--- config.mk ---
export PLATFORM = sky130hd
export DESIGN_NAME = afu_rd_arbiter
export DESIGN_NICKNAME = d
export VERILOG_FILES = /design/src/rtl/afu_rd_arb_pkg.sv /design/src/rtl/afu_rd_arbiter_rr.sv /design/src/rtl/afu_rd_arbiter.sv
export SDC_FILE = /design/constraint.sdc
export NUM_CORES = 1
export LEC_CHECK = 0
export BUFFER_PORTS_ARGS = -buffer_cell sky130_fd_sc_hd__buf_2
export CAP_MARGIN = 0
export CORE_AREA = 2 2 463 465
export CTS_BUF_LIST = sky130_fd_sc_hd__clkbuf_4 sky130_fd_sc_hd__clkbuf_8
export CTS_CLUSTER_DIAMETER = 40
export DETAILED_ROUTE_END_ITERATION = 10
export DIE_AREA = 0 0 465 467
export MAX_ROUTING_LAYER = met4
export SYNTH_ARGS = -nofsm -noshare
export SYNTH_HDL_FRONTEND = slang
export SYNTH_SLANG_ARGS = --single-unit
--- constraint.sdc ---
create_clock -name clk -period 5.3 [get_ports clk]
set_clock_uncertainty 0.05 [all_clocks]
set_input_delay 0.265 -clock clk [delete_from_list [all_inputs] [get_ports clk]]
set_output_delay 0.265 -clock clk [all_outputs]
set_load 0.005 [all_outputs]
--- src/rtl/afu_rd_arb_pkg.sv ---
// -----------------------------------------------------------------------------
// afu_rd_arb_pkg
// Shared constants and helpers for the AFU read-channel arbiter.
//   SEQ_W   : width of the per-requester sequence number carried in mdata
//   ID_LSB  : bit offset of the requester id inside mdata
//   seq_lsb : bit offset of the sequence number inside mdata (sits above the id)
//   clog2w  : ceil(log2(n)), never less than 1, usable in constant expressions
// -----------------------------------------------------------------------------
package afu_rd_arb_pkg;

    localparam int SEQ_W  = 8;
    localparam int ID_LSB = 0;

    function automatic int clog2w(input int n);
        int w;
        w = 1;
        for (int i = 0; i < 31; i++) begin
            if ((1 << w) < n) begin
                w = w + 1;
            end
        end
        return w;
    endfunction

    function automatic int seq_lsb(input int id_w);
        return ID_LSB + id_w;
    endfunction

endpackage

--- src/rtl/afu_rd_arbiter_rr.sv ---
// -----------------------------------------------------------------------------
// rr_arbiter
// N-wide rotating-priority arbiter. The search starts at the registered
// pointer; after a grant the pointer moves to one past the winner, so the
// winner becomes lowest priority next time.
// Ports:
//   clk, reset_n : clock, asynchronous active-low reset
//   req          : request vector (already qualified by the caller)
//   accept       : grant permitted this cycle; when low no grant is made
//   gnt          : one-hot grant (combinational)
//   gnt_idx      : index of the granted requester
//   gnt_any      : a grant is made this cycle
// -----------------------------------------------------------------------------
module rr_arbiter #(
    parameter int N     = 4,
    parameter int IDX_W = 2
) (
    input  logic             clk,
    input  logic             reset_n,
    input  logic [N-1:0]     req,
    input  logic             accept,
    output logic [N-1:0]     gnt,
    output logic [IDX_W-1:0] gnt_idx,
    output logic             gnt_any
);

    logic [IDX_W-1:0] ptr;
    logic [IDX_W-1:0] ptr_next;
    int               idx;

    // First requesting slot at or after ptr, wrapping at N (N need not be a
    // power of two, hence the explicit wrap instead of modulo-by-width).
    always_comb begin
        gnt     = '0;
        gnt_idx = '0;
        gnt_any = 1'b0;
        idx     = 0;
        for (int k = 0; k < N; k++) begin
            idx = int'(ptr) + k;
            if (idx >= N) begin
                idx = idx - N;
            end
            if (accept && !gnt_any && req[idx]) begin
                gnt[idx] = 1'b1;
                gnt_idx  = IDX_W'(idx);
                gnt_any  = 1'b1;
            end
        end
    end

    assign ptr_next = (gnt_idx == IDX_W'(N - 1)) ? '0 : gnt_idx + IDX_W'(1);

    always_ff @(posedge clk or negedge reset_n) begin
        if (!reset_n) begin
            ptr <= '0;
        end else if (gnt_any) begin
            ptr <= ptr_next;
        end
    end

endmodule

--- src/rtl/afu_rd_arbiter.sv ---
// -----------------------------------------------------------------------------
// afu_rd_arbiter
// Shares one AFU read-request/response channel between NREQ requesters.
// Round-robin grant, one per cycle, gated by rd_req_almostfull and drain.
// Each issued read carries {seq, id} in mdata; responses are routed back by id
// and carry the sequence number so requesters can reorder. Outstanding reads
// are limited to MAX_OUTST per requester.
// Optional feature macro: RD_ARB_STATS_EN adds stat_clr / stat_req_cnt
// (per-requester 32-bit issued-read counters).
// Ports:
//   clk, reset_n          : clock, asynchronous active-low reset
//   req_valid/req_addr    : requester address handshake (slice i = requester i)
//   req_ready             : one-hot grant, combinational
//   drain / idle          : barrier control: block grants / nothing in flight
//   rd_req_*              : registered AFU read request
//   rd_rsp_*              : AFU read response
//   rsp_valid/seq/data    : registered response delivery to requesters
//   err_underflow         : sticky unexpected-response flag
// -----------------------------------------------------------------------------
module afu_rd_arbiter
    import afu_rd_arb_pkg::*;
#(
    parameter int ADDR_LMT    = 20,
    parameter int MDATA       = 14,
    parameter int CACHE_WIDTH = 512,
    parameter int NREQ        = 4,
    parameter int MAX_OUTST   = 16
) (
    input  logic                     clk,
    input  logic                     reset_n,
    input  logic [NREQ-1:0]          req_valid,
    input  logic [NREQ*ADDR_LMT-1:0] req_addr,
    output logic [NREQ-1:0]          req_ready,
    input  logic                     drain,
    output logic                     idle,
`ifdef RD_ARB_STATS_EN
    input  logic                     stat_clr,
    output logic [NREQ*32-1:0]       stat_req_cnt,
`endif
    output logic [ADDR_LMT-1:0]      rd_req_addr,
    output logic [MDATA-1:0]         rd_req_mdata,
    output logic                     rd_req_en,
    input  logic                     rd_req_almostfull,
    input  logic                     rd_rsp_valid,
    input  logic [MDATA-1:0]         rd_rsp_mdata,
    input  logic [CACHE_WIDTH-1:0]   rd_rsp_data,
    output logic [NREQ-1:0]          rsp_valid,
    output logic [SEQ_W-1:0]         rsp_seq,
    output logic [CACHE_WIDTH-1:0]   rsp_data,
    output logic                     err_underflow
);

    localparam int ID_W    = clog2w(NREQ);
    localparam int SEQ_LSB = seq_lsb(ID_W);
    localparam int CNT_W   = clog2w(MAX_OUTST + 1);

    logic [NREQ-1:0]   eligible;
    logic [NREQ-1:0]   gnt;
    logic [ID_W-1:0]   win;
    logic              gnt_any;
    logic              accept;
    logic [MDATA-1:0]  mdata_next;

    logic [CNT_W-1:0]  outst [NREQ];
    logic [SEQ_W-1:0]  seq   [NREQ];

    logic [ID_W-1:0]   rsp_id;
    logic              rsp_in_range;
    logic [NREQ-1:0]   rsp_hit;
    logic [NREQ-1:0]   rsp_dec;
    logic              rsp_err;
    logic              any_outst;

    logic                   rd_req_en_p1;
    logic [ADDR_LMT-1:0]    rd_req_addr_p1;
    logic [MDATA-1:0]       rd_req_mdata_p1;
    logic [NREQ-1:0]        rsp_valid_p1;
    logic [SEQ_W-1:0]       rsp_seq_p1;
    logic [CACHE_WIDTH-1:0] rsp_data_p1;
    logic                   err_underflow_q;

    // ---- p0: eligibility and arbitration --------------------------------
    always_comb begin
        eligible = '0;
        for (int i = 0; i < NREQ; i++) begin
            eligible[i] = req_valid[i] && (outst[i] < CNT_W'(MAX_OUTST));
        end
    end

    assign accept = !rd_req_almostfull && !drain;

    rr_arbiter #(
        .N     (NREQ),
        .IDX_W (ID_W)
    ) u_rr (
        .clk     (clk),
        .reset_n (reset_n),
        .req     (eligible),
        .accept  (accept),
        .gnt     (gnt),
        .gnt_idx (win),
        .gnt_any (gnt_any)
    );

    assign req_ready = gnt;

    always_comb begin
        mdata_next                      = '0;
        mdata_next[ID_LSB +: ID_W]      = win;
        mdata_next[SEQ_LSB +: SEQ_W]    = seq[win];
    end

    // Response decode. Delivery happens for any in-range id; the counter only
    // decrements when it is non-zero, otherwise the response is an underflow.
    assign rsp_id       = rd_rsp_mdata[ID_LSB +: ID_W];
    assign rsp_in_range = {1'b0, rsp_id} < (ID_W + 1)'(NREQ);

    always_comb begin
        rsp_hit = '0;
        rsp_dec = '0;
        rsp_err = 1'b0;
        if (rd_rsp_valid) begin
            if (!rsp_in_range) begin
                rsp_err = 1'b1;
            end else begin
                for (int i = 0; i < NREQ; i++) begin
                    if (rsp_id == ID_W'(i)) begin
                        rsp_hit[i] = 1'b1;
                        if (outst[i] == '0) begin
                            rsp_err = 1'b1;
                        end else begin
                            rsp_dec[i] = 1'b1;
                        end
                    end
                end
            end
        end
    end

    generate
        if (MDATA > SEQ_LSB + SEQ_W) begin : g_mdata_hi
            logic unused_mdata_hi;
            assign unused_mdata_hi = ^rd_rsp_mdata[MDATA-1:SEQ_LSB+SEQ_W];
        end
    endgenerate

    // Per-requester sequence and outstanding counters; a simultaneous
    // issue and retire on the same requester leaves the count unchanged.
    always_ff @(posedge clk or negedge reset_n) begin
        if (!reset_n) begin
            for (int i = 0; i < NREQ; i++) begin
                outst[i] <= '0;
                seq[i]   <= '0;
            end
        end else begin
            for (int i = 0; i < NREQ; i++) begin
                if (gnt[i] && !rsp_dec[i]) begin
                    outst[i] <= outst[i] + CNT_W'(1);
                end else if (!gnt[i] && rsp_dec[i]) begin
                    outst[i] <= outst[i] - CNT_W'(1);
                end
                if (gnt[i]) begin
                    seq[i] <= seq[i] + SEQ_W'(1);
                end
            end
        end
    end

    // ---- p1: registered request issue -----------------------------------
    always_ff @(posedge clk or negedge reset_n) begin
        if (!reset_n) begin
            rd_req_en_p1    <= 1'b0;
            rd_req_addr_p1  <= '0;
            rd_req_mdata_p1 <= '0;
        end else begin
            rd_req_en_p1 <= gnt_any;
            if (gnt_any) begin
                rd_req_addr_p1  <= req_addr[int'(win)*ADDR_LMT +: ADDR_LMT];
                rd_req_mdata_p1 <= mdata_next;
            end
        end
    end

    // ---- p1: registered response delivery -------------------------------
    always_ff @(posedge clk or negedge reset_n) begin
        if (!reset_n) begin
            rsp_valid_p1    <= '0;
            rsp_seq_p1      <= '0;
            rsp_data_p1     <= '0;
            err_underflow_q <= 1'b0;
        end else begin
            rsp_valid_p1 <= rsp_hit;
            if (rd_rsp_valid) begin
                rsp_seq_p1  <= rd_rsp_mdata[SEQ_LSB +: SEQ_W];
                rsp_data_p1 <= rd_rsp_data;
            end
            if (rsp_err) begin
                err_underflow_q <= 1'b1;
            end
        end
    end

    assign rd_req_en     = rd_req_en_p1;
    assign rd_req_addr   = rd_req_addr_p1;
    assign rd_req_mdata  = rd_req_mdata_p1;
    assign rsp_valid     = rsp_valid_p1;
    assign rsp_seq       = rsp_seq_p1;
    assign rsp_data      = rsp_data_p1;
    assign err_underflow = err_underflow_q;

    // Idle also waits for the request still sitting in the output register.
    always_comb begin
        any_outst = 1'b0;
        for (int i = 0; i < NREQ; i++) begin
            if (outst[i] != '0) begin
                any_outst = 1'b1;
            end
        end
    end

    assign idle = !any_outst && !rd_req_en_p1;

`ifdef RD_ARB_STATS_EN
    logic [31:0] stat_cnt [NREQ];

    always_ff @(posedge clk or negedge reset_n) begin
        if (!reset_n) begin
            for (int i = 0; i < NREQ; i++) begin
                stat_cnt[i] <= '0;
            end
        end else begin
            for (int i = 0; i < NREQ; i++) begin
                if (stat_clr) begin
                    stat_cnt[i] <= '0;
                end else if (gnt[i]) begin
                    stat_cnt[i] <= stat_cnt[i] + 32'd1;
                end
            end
        end
    end

    generate
        for (genvar g = 0; g < NREQ; g++) begin : g_stat
            assign stat_req_cnt[g*32 +: 32] = stat_cnt[g];
        end
    endgenerate
`endif

endmodule

=== After elaboration in Yosys (flattened, before gate mapping) ===
Index checks and enable logic that the tools add are counted.

* Register bits: 610
* Input port bits: 615

* Add/sub/neg operators: 20
* Multiply operators: 1
* $lt $le $gt $ge: 17
* Equality and inequality tests: 4
* Shift operators: 1
* Muxes and demuxes: 75
* Bitwise gates (word level): 4
* Reductions and logical operators: 53

{| class="wikitable"
|+ Operator list
! operator !! number
|-
| $ge 32x1->1 const B || 4
|-
| $lt 32x4->1 const B || 4
|-
| $mux 32 || 4
|-
| $ge 32x4->1 const B || 3
|-
| $sub 32x4->32 const B || 3
|-
| $shiftx 80x8->20 || 1
|-
| $mux 1 || 41
|-
| $mux 5 || 8
|-
| $add 8x1->8 const B || 4
|-
| $logic_and 1x1->1 || 25
|-
| $mux 4 || 6
|-
| $add 5x1->5 const B || 4
|-
| $logic_not 5->1 || 4
|-
| $lt 5x5->1 const B || 4
|-
| $reduce_bool 5->1 || 4
|-
| $sub 5x1->5 const B || 4
|-
| $bmux 8 s2 || 1
|-
| $mux 8 || 2
|-
| $logic_not 1->1 || 15
|-
| $or 4x4->4 || 3
|-
| $mux 2 || 5
|-
| $bmux 1 s2 || 4
|-
| $demux 1 s2 || 4
|-
| $reduce_bool 2->1 || 4
|-
| 11 further kinds || 14
|}

=== Logic depth before layout (Yosys ltp) ===
* Depth in word-level cells: 23
* Gate-level depth with buffers: 19
* Gate-level depth less buffers: 15

=== Cells and area by module ===
Synthesis repeated with hierarchy kept, for this count alone.

* Cells, all modules: 1,554
* Area, all modules: 24,653.6 sq um

{| class="wikitable"
|+ By module, submodules not included
! module !! instances !! cells an instance !! area each (sq um)
|-
| afu_rd_arbiter || 1 || 1,478 || 24,014.3
|-
| rr_arbiter || 1 || 76 || 639.4
|}

=== Least setup slack after synthesis ===
No wires, ideal clock.

* Path type: flip-flop to flip-flop
* From: register (tool-made name)
* To: register outst[9] in the netlist's numbering
* Setup time: 0.125 ns
* Data arrival time: 3.676 ns
* Data required time: 5.125 ns
* Setup slack: 1.449 ns
* Cell stages (with the launch flop): 18
* Buffers on the path: 3
* Path through: dfrtp_1 > buf_4 > inv_4 > ha_1 > buf_2 > mux4_2 > nor3_1 > a22o_1 > a221o_1 > buf_2 > ha_1 > inv_1 > fa_1 > a21o_1 > a21oi_1 > xnor2_1 > nor2_1 > xor2_1

{| class="wikitable"
|+ RTL lines
! item !! line !! RTL
|-
| end signal: indexed assignment || afu_rd_arbiter.sv:158 || <nowiki>outst[i] <= outst[i] + CNT_W'(1);</nowiki>
|-
| end signal: indexed assignment || afu_rd_arbiter.sv:160 || <nowiki>outst[i] <= outst[i] - CNT_W'(1);</nowiki>
|-
| end: declaration || afu_rd_arbiter.sv:64 || <nowiki>logic [CNT_W-1:0] outst [NREQ];</nowiki>
|}

=== Worst setup path after layout ===
* From: register u_rr.ptr[1]
* To: register rd_req_addr_p1[7] (netlist: rd_req_addr[7])

* Cells in the longest elaborated chain, start to end: 21
* Elaborated cells on any way between the ends: 47
* Those cells by class: 7 x add/sub; 1 x mul; 4 x order compare; 1 x shift; 24 x mux; 10 x reduce/logical

{| class="wikitable"
|+ RTL lines
! item !! line !! RTL
|-
| start: declaration || afu_rd_arbiter_rr.sv:27 || <nowiki>logic [IDX_W-1:0] ptr;</nowiki>
|-
| start signal: assignment || afu_rd_arbiter_rr.sv:57 || <nowiki>ptr <= ptr_next;</nowiki>
|-
| parallel branches: the longest is 21 deep, another holds $sub 32x4->32 || -- ||
|-
| end signal: assignment || afu_rd_arbiter.sv:178 || <nowiki>rd_req_addr_p1 <= req_addr[int'(win)*ADDR_LMT +: ADDR_LMT];</nowiki>
|-
| end: declaration || afu_rd_arbiter.sv:75 || <nowiki>logic [ADDR_LMT-1:0] rd_req_addr_p1;</nowiki>
|}

Several ways; the timed one is not identified. The select of a mux whose other input is x is not followed.
A chain may end at the register's enable or synchronous reset.

==> results.md <==
- Critical Path Stages: 12
- Starting DRT DRC Count: 967
- RSZ-0062 raised after global routing: false
- GPL Wtd Cong: 0.9048
- Fin. Hold Viols: 0
- Lkg Pwr: 0.02095 uW
- Worst setup path startpoint: u_rr.ptr[1]
- Die area: 217200 um2
- DIE HEIGHT: 467 um
- Max Clk Rate: 209.7 MHz
- Switch Pwr: 5081 uW
- Clk root buf: clkbuf_8
- Synth top area cells: dfrtp_1, mux2_2, mux2i_1, ha_1, xnor2_1
- Detailed Route WL: 153600 um
- Largest net degree at the start of global routing: 142
- Final setup TNS: 0 ns
- Worst path buffer plus inverter count: 4
- Detailed Place HPWL: 119500 um
- Global-route wire length before repair: 203500 um
- CTS Sinks: 610
- Comb power frac: 26.9%
- CP endpoint kind: register
- Max Slew Vio Count: 0
- Top cell type's share of synthesized area: 62.05%
- Post-Synthesis Cell Area: 24600 um2
- Pint: 11280 uW
- CP cell instances: inv_2 > ha_1 > nand3b_1 > o2111ai_1 > o211ai_1 > and2_1 > o32ai_4 > buf_6 > mux2i_1 > dlygate4sd3_1 > a221oi_1 > dlygate4sd3_1
- Layout overhead on the synthesized area: 89.28%
- GRT Total Usage: 14.12%
- Status: finished, final reports clean
- CTS tree: yes
- Mapped Cells: 1613
- Synth cell types: 56
- Vias per inst: 3.447
- R2R Path End: rd_req_addr[7]
- Post-synth top area cell: dfrtp_1
- HP Class: in2async
- Most frequent cell after synthesis: dfrtp_1
- Slowest CP cell: ha_1
- Initial antenna violation count: 106
- CP max stage delay: 0.63 ns
- Reg2Reg Depth: 12
- Max-cap viol count: 0
- CP Max Fanout: 58
- Compound-gate portion of the synthesized area: 2.599%
- Layout cells sized above 1: 50.58%
- Fin crit period: 4.768 ns
- Vias in the first global route: 25600
- # fillers: 22550
- Setup crit end: rd_req_addr[7]
- Core area: 211700 um2
- R2r startpoint: u_rr.ptr[1]
- Syn_area_per_cell: 15.25 um2
- Remaining Overflow, GRT: 0
- Switching Fraction: 31.06%
- #FFs+latches synth: 610
- Slew margin rel.: 20.38%
- Antenna-violating nets left: 0
- Synth Warn #: 0
- CP Launch Type: register
- Worst EP required: 6.00 ns
- Htree depth: 4
- Wirelength per Cell: 22.61 um
- Sequential Power Share: 35.6%
- Cell mode on critical path: dlygate4sd3_1
- CTS clk-pin slew, worst paths: 0.06 ns
- Initial Util: 11.62%
- WP data arrival: 5.46 ns
- Peak supply drop: 0.2835 mV
- CP delay by family, top: buffers and inverters
- Synth Area in Simple Gates: 2.935%
- Main combinational cell family by area after synthesis: multiplexers
- Top FF cell, synth: dfrtp_1
- WS Path Type: reg2reg
- Crit share post-route: 89.96%
- Clk pwr share: 37.5%
- Ports: 1180
- # port buffers: 1171
- Design Power: 16360 uW
- Row count: 169
- Worst slew pin tran: 1.190 ns
- Share of async-settable or async-resettable flops after synthesis: 100.0%
- Proportion of synthesized area in mux cells: 26.76%
- Worst skew pair latency: 0.86 ns
- CTS Buffer Depth: 3
- Post-synthesis adder-cell area fraction: 1.851%
- Post-synthesis sequential area ratio: 62.05%
- Commonest cells in the netlist: dfrtp_1, mux2_2, clkbuf_1, mux2i_1, nand2_1
- Endpoints failing setup: 0
- CTS buffer count: 137
- Pwr Density: 351.3 nW/um2
- Layout Nets: 4446
- Post-Synth XOR/XNOR Area: 1.744%
- Die width: 465 um
- Post-synth EDFFs: 0
- Detailed Routing Iterations Pass 1: 5
- Vias: 23410
- Reg2Reg Setup Slack: 0.53 ns
- DRC: 0
[power groups by stage]
| stage | Clock (uW) | Combinational, uW | Sequential [uW] |
|---|---|---|---|
| detailed placement | 0 | 3600 | 5870 |
| finish | 6130 | 4410 | 5820 |
| global route | 6600 | 4820 | 5910 |
| global placement | 0 | 3540 | 5840 |
| floorplan | 0 | 1920 | 5810 |
| CTS | 6380 | 4450 | 5800 |
[stage by stage]
step / setup slack [ns] / hold slack, ns / utilization, % / cell area, um2 / cells
finish: 0.5322 / 0.1126 / 22.00 / 46560 / 6792
CTS: 0.3929 / 0.0003303 / 21.91 / 46380 / 6720
detailed placement: 0.7649 / 0.2920 / 15.96 / 33780 / 5536
floorplan: 1.449 / -0.08059 / - / 24610 / 1616
global placement: 0.8796 / 0.2824 / 15.96 / 33780 / 5536
global route: 0.2396 / 0.03468 / 21.99 / 46540 / 6781
[layout make-up]
type	count	area [um2]	share of cell area (%)
Timing Repair Buffer	2134	15540	33.38
Sequential cell	610	15260	32.78
Multi-Input combinational cell	901	8856	19.02
Tap cell	2821	3530	7.580
Clock buffer	191	2447	5.256
Clock inverter	50	694.4	1.491
Antenna cell	72	180.2	0.3869
Inverter	13	51.30	0.1102
[cells in the final DEF, fill, tap and decap left out, types with 29 or more instances in the layout]
master / netlist / layout
buf_2: 9 / 1169
dlygate4sd3_1: 0 / 942
dfrtp_1: 610 / 610
mux2_2: 522 / 522
clkbuf_8: 0 / 162
diode_2: 0 / 72
mux2i_1: 57 / 57
nand2_1: 46 / 46
xnor2_1: 37 / 37
nor2_1: 36 / 36
ha_1: 30 / 30
clkbuf_4: 0 / 29
[state kept, by name (all words and copies together) (netlist names), named ones only]
name / count
rsp_data: 512
outst: 20
rd_req_mdata: 10
rd_req_en: 1
rd_req_addr: 20
rsp_valid: 4
err_underflow: 1
rsp_seq: 8
seq: 32
u_rr.ptr: 1
[timing repair]
action	in CTS	in global routing
hold endpoints to repair	974	0
buffers inserted	0	0
hold buffers	943	0
endpoints found under the setup margin	0	1
gates resized for setup	0	1
[logic make-up (layout without fill, tap and decap cells)]
logic type	Yosys count	after routing
simple gates	148	148
xor+xnor	49	49
mux	587	587
compound gates	79	79
flops	610	610
other cells	1	76
fa+ha+maj	34	34
buf+inv	105	2388
[layer usage]
layer  global-route usage (%)  wire (um)  up-vias
met3                    8.367      20730      402
li1                         -          -    10260
met4                    9.509      11410        0
met2                    21.30      68190     1248
met5                        -          0        -
met1                    13.57      53240    11500
[tightest hold or removal path, delay by kind of cell]
family | cells | cell delay (ns)
buffers and inverters | 3 | 1.13
[how the worst min path moves through the flow]
stage,start,endpoint,depth (start not counted)
final,reset_n,rsp_data[241],3
after global routing,rd_rsp_data[263],rsp_data[263],3
after CTS,rd_rsp_data[266],rsp_data[266],3
after detailed placement,reset_n,rsp_data[217],1
after global placement,reset_n,rsp_data[217],1
after floorplan,reset_n,async pin,0
No activity file was read; power rests on OpenSTA's default activity.
